File: src/rtl/traffic_light_monitor.sv
// traffic_light_monitor: checks a two-road traffic light controller for illegal codes, conflicts,
// bad sequencing and short yellow/all-red intervals, and counts completed light cycles.
module traffic_light_monitor #(
    parameter int YEL_MIN    = 3,
    parameter int ALLRED_MIN = 2,
    parameter int CNT_W      = 8
) (
    input  logic             clk,
    input  logic             clear,
    input  logic [1:0]       CR,
    input  logic [1:0]       HW,
    input  logic             X,
    input  logic             fault_ack,
    output logic             fault,
    output logic [2:0]       fault_code,
    output logic [2:0]       phase,
    output logic [CNT_W-1:0] cycle_cnt
);
    localparam logic [1:0]       RED = 2'b00, YEL = 2'b01, GRN = 2'b10;
    localparam logic [CNT_W-1:0] YEL_C = CNT_W'(YEL_MIN), ALLRED_C = CNT_W'(ALLRED_MIN);

    logic [1:0]       r_cr_q, r_hw_q;
    logic             r_x_q, r_fault;
    logic [2:0]       r_code, r_phase;
    logic [CNT_W-1:0] r_yel_cr, r_yel_hw, r_allred, r_cycle;
    logic             w_illegal, w_conflict, w_bad, w_short_y, w_short_ar, w_unreq, w_cycle;
    logic [2:0]       w_code, w_phase;

    function automatic logic legal(input logic [1:0] p, input logic [1:0] c);
        return c == p || (p == GRN && c == YEL) || (p == YEL && c == RED) || (p == RED && c == GRN);
    endfunction

    function automatic logic [CNT_W-1:0] inc_sat(input logic [CNT_W-1:0] v);
        return &v ? v : v + 1'b1;
    endfunction

    always_comb begin
        w_illegal  = CR == 2'b11 || HW == 2'b11;
        w_conflict = CR != RED && HW != RED;
        w_bad      = !legal(r_cr_q, CR) || !legal(r_hw_q, HW);
        w_short_y  = (r_cr_q == YEL && CR == RED && r_yel_cr < YEL_C) ||
                     (r_hw_q == YEL && HW == RED && r_yel_hw < YEL_C);
        w_short_ar = r_cr_q == RED && CR == GRN && r_allred < ALLRED_C;
        w_unreq    = r_hw_q == GRN && HW == YEL && !r_x_q;
        w_code     = w_illegal ? 3'd1 : w_conflict ? 3'd2 : w_bad ? 3'd3 :
                     w_short_y ? 3'd4 : w_short_ar ? 3'd5 : w_unreq ? 3'd6 : 3'd0;
        w_phase    = {CR, HW} == {RED, GRN} ? 3'd0 : {CR, HW} == {RED, YEL} ? 3'd1 :
                     {CR, HW} == {RED, RED} ? 3'd2 : {CR, HW} == {GRN, RED} ? 3'd3 :
                     {CR, HW} == {YEL, RED} ? 3'd4 : 3'd7;
        w_cycle    = {r_cr_q, r_hw_q} == {YEL, RED} && {CR, HW} == {RED, GRN} && w_code == 3'd0;
    end

    always_ff @(posedge clk or negedge clear) begin
        if (!clear) begin
            r_cr_q   <= RED;
            r_hw_q   <= RED;
            r_x_q    <= 1'b0;
            r_yel_cr <= '0;
            r_yel_hw <= '0;
            r_allred <= '0;
            r_fault  <= 1'b0;
            r_code   <= 3'd0;
            r_phase  <= 3'd2;
            r_cycle  <= '0;
        end else begin
            r_cr_q   <= CR;
            r_hw_q   <= HW;
            r_x_q    <= X;
            r_yel_cr <= CR == YEL ? inc_sat(r_yel_cr) : '0;
            r_yel_hw <= HW == YEL ? inc_sat(r_yel_hw) : '0;
            r_allred <= {CR, HW} == {RED, RED} ? inc_sat(r_allred) : '0;
            r_phase  <= w_phase;
            r_cycle  <= w_cycle ? r_cycle + 1'b1 : r_cycle;
            // Once latched, only an ack reopens the flag; a fault on the ack edge re-latches.
            if (fault_ack || !r_fault) begin
                r_fault <= w_code != 3'd0;
                r_code  <= w_code;
            end
        end
    end

    assign fault      = r_fault;
    assign fault_code = r_code;
    assign phase      = r_phase;
    assign cycle_cnt  = r_cycle;
endmodule

File: config.mk
export PLATFORM = sky130hd
export DESIGN_NAME = traffic_light_monitor
export DESIGN_NICKNAME = d
export VERILOG_FILES = /design/src/rtl/traffic_light_monitor.sv
export SDC_FILE = /design/constraint.sdc
export NUM_CORES = 1
export LEC_CHECK = 0
export CAP_MARGIN = 20
export CELL_PAD_IN_SITES_DETAIL_PLACEMENT = 1
export CELL_PAD_IN_SITES_GLOBAL_PLACEMENT = 1
export CORE_ASPECT_RATIO = 0.5
export CORE_UTILIZATION = 25
export DETAILED_ROUTE_END_ITERATION = 10
export MAX_ROUTING_LAYER = met4
export PLACE_DENSITY_LB_ADDON = 0.1
export SLEW_MARGIN = 20
export SYNTH_ARGS = -nofsm -noshare
export SYNTH_HDL_FRONTEND = slang
export SYNTH_SLANG_ARGS = --single-unit
File: constraint.sdc
create_clock -name clk -period 2.9 [get_ports clk]
set_input_delay 0.435 -clock clk [delete_from_list [all_inputs] [get_ports clk]]
set_output_delay 0.435 -clock clk [all_outputs]
set_load 0.005 [all_outputs]
==> reports/metrics.yaml <==
ys.flop_type: "dfrtp_1"
synth.net_count: 223
drt-pass1-iter-count: 4
synth.area.top_cells: "dfrtp_1 49%, xnor2_1 4.4%, xor2_1 3.6%"
synth_top_area_cell: "dfrtp_1"
row_count: 23
htreeDepth: 2
die_w_um: 134.5
dr.first_iter.drc_count: 50
r2r-start: "r_hw_q[0]"
postSynthCellCount: 211
syn_area_per_cell_sq_um: 10.40
rsz0062_at_grt: "no"
fin_skew_ns: 0.004433
fin_nets: 250
reg2regPathDepth: 3
io_buffers: 22
postCtsHoldBufs: 0
ys_async_sr_fraction: 1.000
yosysMostFrequentCell: "dfrtp_1"
multiInputGateArea_sq_um: 1052
worst_pin_slew_ns: 0.5786
hold_viol: 0
grt_pass1_vias: 1686
coreArea_sq_um: 8259
place_inst: 343
cts.sinks: 44
fin_crit_sh: 0.7936
crit_type: "in -> reg"
cts_made_buffers: 5
min_path_type: "in -> async"
crit_fanout: 8
yosysSeqAreaShare: 0.5026
p_per_area_nw_per_um2: 492.6
ys.warnings.count: 0
clk_pin_slew_ns: 0.06
num_vias: 1680
gp_congestion: 0.7660
max_cap_viol_count: 0
leakagePower_nw: 1.169
synth_seq_cells: 44
slew_headroom: 0.6107
peakVddDrop_mv: 0.1956
crit_required_ns: 3.07
fmax_mhz: 434.5
cts_tree: "yes"
fin_cells: 351
root_buffer: "clkbuf_16"
die_y_um: 68.23
final.min_clock_period_ns: 2.301
layout-drive-gt1-share: 0.09623
grt_pass1_wl_mm: 8.707
postRouteAntennaNets: 0
clk_path_buf_depth: 2
end_kind: "register"
avgViaCountPerCell: 4.786
drv_slew: 0
finalSetupTns_ns: 0
wl_per_cell_um: 14.44
finalSetupViolations: 0
wirelength_mm: 5.068
io_pins: 23
synth_top_area_frac: 0.4906
num_antenna_cells: 0
synthTopCellsByCount: "43 x dfrtp_1, 20 x nor2_1, 12 x and3_1"
grt_max_degree: 45
fillers: 930
r2r_end: "cycle_cnt[1]"
drc: 0
grt_remaining_overflow: 0
area_delta_synth_final_pct: 23.56
start_util: 0.2656
cp-start-kind: "primary input"
cp_data_arrival_time_ns: 2.47
rrSetupSlack_ns: 0.75
netlist_area_sq_um: 2193
cts_resized: 0
grt_use_total: 0.1295
antenna_found_initial: 0
postCtsSetupRepairBufs: 0
ff_latch_area_sq_um: 1102
clk-insertion-delay-late_ns: 0.28
die-area_sq_um: 9175
status: "finished clean"
dp_hpwl_mm: 3.598
synth_cell_type_count: 42
synth_edf_count: 0
## worst max path at each step
| stage | slack (ns) | from | to | cells past startpoint |
|---|---|---|---|---|
| CTS | 0.60 | HW[0] | cycle_cnt[1] | 4 |
| detailed placement | 0.29 | HW[0] | cycle_cnt[1] | 4 |
| floorplan | 0.83 | CR[0] | cycle_cnt[1] | 4 |
| global route | 0.52 | HW[0] | cycle_cnt[1] | 4 |
| global placement | 0.32 | HW[0] | cycle_cnt[1] | 4 |
| finish | 0.60 | HW[0] | cycle_cnt[1] | 4 |
## final cells by class
type	instances	share of cell area
flip-flops and latches	44	0.4067
multi-input cells	157	0.3883
repair buffers	27	0.09418
well taps	112	0.05171
clock buffers	6	0.05125
inverters	3	0.004155
clock inverters	2	0.003693
## logic make-up after synthesis
family,Yosys count,share of synthesized area
xor+xnor,20,0.07986
buf+inv,10,0.01768
mux,4,0.01883
simple gates,92,0.2453
fa+ha+maj,4,0.02282
flops,44,0.5026
compound gates,37,0.1130
## registers in the layout, summed over array words and instances (netlist names)
signal,flops
cycle_cnt,8
r_yel_hw,8
phase,3
r_cr_q,2
r_yel_cr,8
r_hw_q,2
r_allred,8
fault_code,3
fault,1
r_x_q,1
## where the power goes
group	internal (mW)	switching, mW
clock	0.340	0.234
combinational	0.0564	0.0599
sequential	0.631	0.0139
## worst max-delay path, cell delays in order
cell and delay, ns:
clkdlybuf4s50_1 0.41, or4b_2 0.71, nor4b_4 0.51, mux2_2 0.40
## through the flow
step | power [mW] | instance area (sq um) | hold slack [ns] | util | setup WS [ns]
final | 1.335 | 2710 | 0.1446 | 0.3281 | 0.5985
after global routing | 1.402 | 2710 | 0.1973 | 0.3281 | 0.5226
after CTS | 1.363 | 2708 | 0.3766 | 0.3278 | 0.5984
after detailed placement | 0.7755 | 2559 | 0.4662 | 0.3098 | 0.2921
after global placement | 0.7737 | 2559 | 0.4646 | 0.3098 | 0.3212
after floorplan | 0.7097 | 2193 | 0.1394 | - | 0.8332
## layer usage
metal,part of all wire,global-route usage,routed length [um],up-vias
li1,-,-,-,829
met1,0.56,0.1777,2813,834
met2,0.41,0.1852,2086,13
met3,0.024,0.03556,122,4
met4,0.0091,0.03792,46,0
met5,0,-,0,-
## placed cells by master (no fill, tap or decap), types with 2 or more instances in the layout
master / count
mux2i_1: 3
xor2_1: 9
clkbuf_16: 5
nor4b_1: 3
nand2b_1: 3
clkinv_2: 2
buf_4: 6
a311oi_1: 2
and3_1: 12
a211oi_1: 3
a221oi_1: 3
xnor2_1: 11
clkdlybuf4s50_1: 21
nand2_1: 10
nor4_1: 3
a31oi_1: 7
nor3_1: 5
nor2_1: 20
inv_1: 3
nor2b_1: 5
and2_1: 2
o21ai_0: 7
ha_1: 4
o21a_1: 2
dfrtp_1: 43
nand3_1: 9
nand4_1: 10
or2_2: 3
o211ai_1: 3
a21oi_1: 6
Note: power is estimated with default switching activity, not from simulation.
